$ cat config.mk
export PLATFORM = sky130hd
export DESIGN_NAME = pc_fetch_ctrl
export DESIGN_NICKNAME = d
export VERILOG_FILES = /design/src/rtl/pc_fetch_ctrl.sv
export SDC_FILE = /design/constraint.sdc
export NUM_CORES = 1
export LEC_CHECK = 0
export ABC_AREA = 1
export BUFFER_PORTS_ARGS = -buffer_cell sky130_fd_sc_hd__buf_2
export CORE_MARGIN = 1
export CORE_UTILIZATION = 40
export CTS_BUF_LIST = sky130_fd_sc_hd__clkbuf_4 sky130_fd_sc_hd__clkbuf_8 sky130_fd_sc_hd__clkbuf_16
export DETAILED_ROUTE_END_ITERATION = 16
export GPL_TIMING_DRIVEN = 0
export PLACE_DENSITY_LB_ADDON = 0.25
export SYNTH_ARGS = -nofsm -noshare
export SYNTH_HDL_FRONTEND = slang
export SYNTH_SLANG_ARGS = --single-unit
$ cat constraint.sdc
create_clock -name clk -period 2 [get_ports clk]
set_input_delay 0.3 -clock clk [delete_from_list [all_inputs] [get_ports clk]]
set_output_delay 0.3 -clock clk [all_outputs]
set_load 0.01 [all_outputs]
$ cat src/rtl/pc_fetch_ctrl.sv
// Program counter and fetch sequencer: IDLE/RUN/DONE control with relative branches,
// stall/halt handling and a saturating retired-instruction counter.
module pc_fetch_ctrl #(
    parameter int             D          = 12,
    parameter int             T          = 8,
    parameter logic [D-1:0]   START_ADDR = '0
) (
    input  logic           clk,
    input  logic           reset,
    input  logic           start,
    input  logic           stall,
    input  logic           branch_en,
    input  logic [T-1:0]   target,
    input  logic           halt_req,
    output logic [D-1:0]   prog_ctr,
    output logic           running,
    output logic           done,
    output logic [15:0]    icount
);

    typedef enum logic [1:0] {
        IDLE = 2'd0,
        RUN  = 2'd1,
        DONE = 2'd2
    } state_t;

    state_t         state;
    logic [D-1:0]   offset_ext;
    logic [D-1:0]   pc_seq;
    logic [15:0]    icount_inc;

    // Offset is two's complement, so replicate its sign bit up to the PC width.
    assign offset_ext = {{(D-T){target[T-1]}}, target};
    assign pc_seq     = prog_ctr + {{(D-1){1'b0}}, 1'b1};
    assign icount_inc = (icount == 16'hFFFF) ? icount : icount + 16'd1;

    always_ff @(posedge clk or posedge reset) begin
        if (reset) begin
            state    <= IDLE;
            prog_ctr <= '0;
            icount   <= '0;
            running  <= 1'b0;
            done     <= 1'b0;
        end else begin
            case (state)
                IDLE, DONE: begin
                    if (start) begin
                        state    <= RUN;
                        prog_ctr <= START_ADDR;
                        icount   <= '0;
                        running  <= 1'b1;
                        done     <= 1'b0;
                    end
                end
                RUN: begin
                    // Halt wins over stall: the terminator retires even when stalled.
                    if (halt_req) begin
                        state   <= DONE;
                        icount  <= icount_inc;
                        running <= 1'b0;
                        done    <= 1'b1;
                    end else if (!stall) begin
                        icount   <= icount_inc;
                        prog_ctr <= branch_en ? (prog_ctr + offset_ext) : pc_seq;
                    end
                end
                default: begin
                    state   <= IDLE;
                    running <= 1'b0;
                    done    <= 1'b0;
                end
            endcase
        end
    end

endmodule

* Word level (Yosys, flattened, before mapping)
Cells that the tools add are included.
** Operators by class
- Add/subtract/negate cells :: 3
- Equality and inequality tests :: 8
- Multiplexer cells :: 19
- Reductions and logical operators :: 6
** Operators by type and width (count)
- $mux W16 :: 4
- $mux W12 :: 4
- $pmux W16 S2 :: 1
- $pmux W12 S2 :: 1
- $add A16 B1 Y16 const B :: 1
- $eq A16 B16 Y1 const B :: 1
- $add A12 B1 Y12 const B :: 1
- $add A12 B12 Y12 :: 1
- $ne A2 B2 Y1 const B :: 4
- $mux W1 :: 4
- $mux W2 :: 2
- $pmux W1 S2 :: 2
- $pmux W2 S2 :: 1
- $reduce_and A4 Y1 :: 1
- $ne A3 B3 Y1 const B :: 1
- $reduce_and A3 Y1 :: 1
- $eq A2 B1 Y1 const B :: 1
- $eq A2 B2 Y1 const B :: 1
- $logic_not A2 Y1 :: 1
- $reduce_and A2 Y1 :: 1
- $reduce_bool A2 Y1 :: 1
- $reduce_or A2 Y1 :: 1
** Storage, ports and cells
- Flip-flop bits (word level) :: 32
- Output and inout bits :: 30
- Word-level logic and storage cells :: 41

* Logic depth before layout (Yosys ltp)
- Depth in word-level cells :: 5
- Depth in mapped cells :: 13
- Depth with buffers taken out :: 12

* Worst setup path after synthesis
No wires, ideal clock.
- Path kind :: input to register
- Start :: input port branch_en
- End :: register prog_ctr[10]
- Setup time :: 0.117 ns
- Arrival :: 1.615 ns
- Required time :: 1.883 ns
- Setup slack :: 0.268 ns
- Stages :: 10
- Buffers on the path :: 1
- Path through :: buf_2 -> nand2_1 -> ha_1 -> fa_1 -> nand2_1 -> nand3_1 -> nand2_1 -> nand3_1 -> nand3_1 -> nand2_1
** On the way
- Longest elaborated chain between the ends :: 4
** Ends and longest elaborated chain
- start: declaration :: RTL line 12 : input logic branch_en,
- $mux W12 :: RTL line 64 : prog_ctr <= branch_en ? (prog_ctr + offset_ext) : pc_seq;
- $mux W12 :: RTL line 62 : end else if (!stall) begin
- $mux W12 :: RTL line 57 : if (halt_req) begin
- $pmux W12 S2 :: RTL line 45 : case (state)
- end signal: assignment :: RTL line 64
- end: declaration :: RTL line 15 : output logic [D-1:0] prog_ctr,
No other way between the ends. The select of a mux whose other input is x is not followed.
A chain may end at the register's enable or synchronous reset.

* Worst setup path in the final report
- Start :: register icount[0]
- End :: register icount[0]
** On the way
- Longest elaborated chain between the ends :: 5
- Elaborated cells between the ends (all ways) :: 6
** Ends and longest elaborated chain
- start: declaration :: RTL line 18 : output logic [15:0] icount
- start signal: assignment :: RTL line 59 : icount <= icount_inc;
- start signal: assignment :: RTL line 63 : icount <= icount_inc;
- $add A16 B1 Y16 / $eq A16 B16 Y1 (equally long branches) :: RTL line 35 : assign icount_inc = (icount == 16'hFFFF) ? icount : icount + 16'd1;
- $mux W16 * :: RTL line 35
- $mux W16 :: RTL line 62
- $mux W16 * :: RTL line 57
- $pmux W16 S2 * :: RTL line 45
Mark *: on every way between the ends. The rest lies on a longest branch, timed or not. The select of a mux whose other input is x is not followed.

==> Flow_metrics.wiki <==
{| class="wikitable"
! Metric !! Value
|-
| Period utilisation layout || 0.930
|-
| First-pass GRT wire length || approximately 9.5 mm
|-
| Shortest clock period the worst path allows after layout || about 1900 ps
|-
| Hold WS || 211 ps
|-
| Launching instance or port of the critical path || icount[0]
|-
| Sum of overflow across all layers after global routing || 0
|-
| Core area || around 5500 um2
|-
| Pin slew with the least headroom to its limit || around 380 ps
|-
| CP Data Arrival Time || ~2000 ps
|-
| Capture instance of the worst register-to-register path || icount[0]
|-
| Leakage power figure || ~1.5 nW
|-
| Max-slew violations || 0
|-
| Number of buffers created by CTS || 5
|-
| Die footprint || just over 6000 um2
|-
| Most area-hungry cell type in the Yosys netlist || sky130_fd_sc_hd__dfrtp_1
|-
| Post-Place Cells || roughly 440
|-
| R2R Path Start || icount[0]
|-
| Fraction of final layout cells sized beyond drive strength 1 || 0.203
|-
| Portion of synthesized cell area occupied by the leading cell type || 0.335
|-
| Kind of start point of the critical path || flop
|-
| Area added between synthesis and finish || 19.1%
|-
| Number of core rows || 27
|-
| Height of the chip || 78.1 um
|-
| Sum of routed wire length over all layers || between 5 and 6 mm
|-
| Ant. Diodes || 0
|-
| Via total after detailed routing || approximately 2200
|-
| Clock sink count || 31
|-
| Path type of the worst setup path || flop to flop
|-
| Leading post-synthesis cells by cell area || sky130_fd_sc_hd__dfrtp_1 (34%), sky130_fd_sc_hd__nand2_1 (18%), sky130_fd_sc_hd__inv_1 (6.7%), sky130_fd_sc_hd__nand3_1 (6.3%), sky130_fd_sc_hd__ha_1 (5.4%)
|-
| Register-to-register setup slack || roughly 140 ps
|-
| CTS tree || built
|-
| Maximum number of pins on one net before global-route repair || 32
|-
| Final Hold Fails || 0
|-
| Portion of the post-synthesis area used by sequential elements || 0.335
|-
| Hold_buf cts || 0
|-
| Most common library cell in the layout ignoring fill and taps || sky130_fd_sc_hd__nand2_1
|-
| Clock Tree Buf Depth || 2
|-
| Number of global-route vias before repair || a little over 2000
|-
| Count of distinct cell types in the synthesized netlist || 35
|-
| Initial antenna violation count || 0
|-
| Buffers on Ports || 43
|-
| Hold Path Class || primary input to flop
|-
| Worst setup EP type || flop
|-
| Clock insertion delay at the later pin of the skew report || roughly 280 ps
|-
| Final non-filler cell total || 451
|-
| Multi-input gate area || roughly 1300 um2
|-
| Ratio of total power to cell area || approximately 920 nW/um2
|-
| Nets || 404
|-
| Combined flip-flop and latch cell area || 776 um2
|-
| Top-level port count || 44
|-
| Violation count after the first detailed-routing iteration || approximately 100
|-
| Count of antenna-violating nets left after detailed routing || 0
|-
| Number of endpoints failing setup at the final stage || 0
|-
| Rel. slew slack || 0.743
|-
| Mapped Cells || 327
|-
| Width of the die || between 70 and 80 um
|-
| Total global routing track utilization || 0.200
|-
| Max H-tree Level || 2
|-
| Yosys warning count || 0
|-
| Global placer's final weighted congestion || 0.822
|-
| Clock transition at the registers of the reported paths || ~70 ps
|-
| Syn Nets || ~350
|-
| Upper clock frequency limit || approximately 0.54 GHz
|-
| Initial core utilization || 0.418
|-
| Post-route standard cell area excluding fillers || between 2000 and 3000 um2
|-
| Avg Vias per Cell || about 4.8
|-
| # Post-CTS Setup Buffers || 0
|-
| Number of storage elements in the synthesis netlist || 31
|-
| Data required time at the worst endpoint || around 2200 ps
|-
| Mean cell area of the mapped netlist || 7.07 um2
|-
| Placed instance area || about 2600 um2
|-
| Residual DRC count || 0
|-
| Depth of the worst register-to-register path || 9
|-
| Half-perimeter wire length after detailed placement || around 4 mm
|-
| Max-Cap Viols || 0
|-
| Worst Skew || 2.28 ps
|-
| Buffer type at the clock tree root || sky130_fd_sc_hd__clkbuf_8
|-
| Timing endpoint of the critical path || icount[0]
|-
| Biggest fanout along the worst timing path || 10
|-
| WL per Instance || 12.2 um
|-
| Worst IR Drop VDD || roughly 0.00043 V
|-
| Mapped Area || around 2300 um2
|-
| Most frequent cells in the layout || sky130_fd_sc_hd__nand2_1 (112), sky130_fd_sc_hd__buf_2 (46), sky130_fd_sc_hd__inv_1 (40)
|-
| Count of instances resized after the clock tree is built || 0
|-
| Outcome || finished, final reports clean
|-
| Number of filler cells placed in the layout || roughly 590
|-
| RSZ-0062 raised after global routing || false
|-
| 1st-pass router iterations || 4
|}
-- Yosys cell counts, drive strengths merged --
cell / count
a21oi: 7
a22o: 2
a22oi: 1
a31o: 1
buf: 7
dfrtp: 31
fa: 1
ha: 10
inv: 44
nand2: 115
nand3: 30
nand3b: 2
nand4: 6
nor2: 29
nor3: 5
o21a: 1
o21ai: 21
o21bai: 1
o31ai: 1
xnor2: 4
xor2: 8
-- flip-flops by register name, summed over array words and instances (netlist names) --
name,cells
state,2
icount,16
prog_ctr,12
running,1
-- logic make-up after synthesis --
kind of cell	count (synthesis)	synth area share
and+or+nand+nor	187	0.365
buffers and inverters	51	0.0957
AOI/OAI and AO/OA	35	0.0963
DFF	31	0.335
xor gates and xnor gates	12	0.0454
adders and majority gates	11	0.0627
-- power breakdown --
part           leakage [nW]  internal, mW  switching, mW
logic                  1.07         0.402          0.602
clock network        0.0547         0.379          0.247
registers             0.420         0.749          0.147
-- worst max-delay path, cell delays in order, from the launching register on --
cell and delay (ps):
sky130_fd_sc_hd__dfrtp_1 520, sky130_fd_sc_hd__ha_1 290, sky130_fd_sc_hd__nand3_4 130, sky130_fd_sc_hd__nor2_8 160, sky130_fd_sc_hd__nand3b_4 120, sky130_fd_sc_hd__o21ai_4 190, sky130_fd_sc_hd__inv_2 80, sky130_fd_sc_hd__buf_6 160
sky130_fd_sc_hd__nor2_4 80, sky130_fd_sc_hd__nor2_2 40
-- through the flow --
step / worst slack [ps] / total power, mW / utilization / TNS, ps
6_report: 139 / 2.52 / 0.497 / 0
5_1_grt: 9.15 / 2.74 / 0.497 / 0
4_1_cts: 121 / 2.54 / 0.492 / 0
3_5_place_dp: -106 / 1.91 / 0.473 / -165
3_3_place_gp: -92.6 / 1.88 / 0.473 / -131
2_1_floorplan: 268 / 1.59 / - / 0
-- worst min path at each step --
stage                     startpoint       end  depth (start not counted)
after floorplan                start  state[1]                          1
after global placement       running   running                          2
after detailed placement     running   running                          2
after CTS                      start  state[1]                          2
after global routing           start  state[1]                          2
final                          start  state[1]                          2
-- area by class of cell --
class / count / share of cell area
Buffer: 7 / 0.0204
Clock buffer: 6 / 0.0277
Clock inverter: 1 / 0.0109
Inverter: 44 / 0.0599
Multi-Input combinational cell: 245 / 0.478
Sequential cell: 31 / 0.282
Tap cell: 72 / 0.0327
Timing Repair Buffer: 45 / 0.0890
-- routing by layer --
layer	global-route usage	wire (um)	vias to the layer above
li1	-	-	1142
met2	0.318	2500	39
met3	0.0372	221	2
met1	0.275	2760	974
met5	0	0	-
met4	0.0593	30	0
Note: power is estimated with default switching activity, not from simulation.
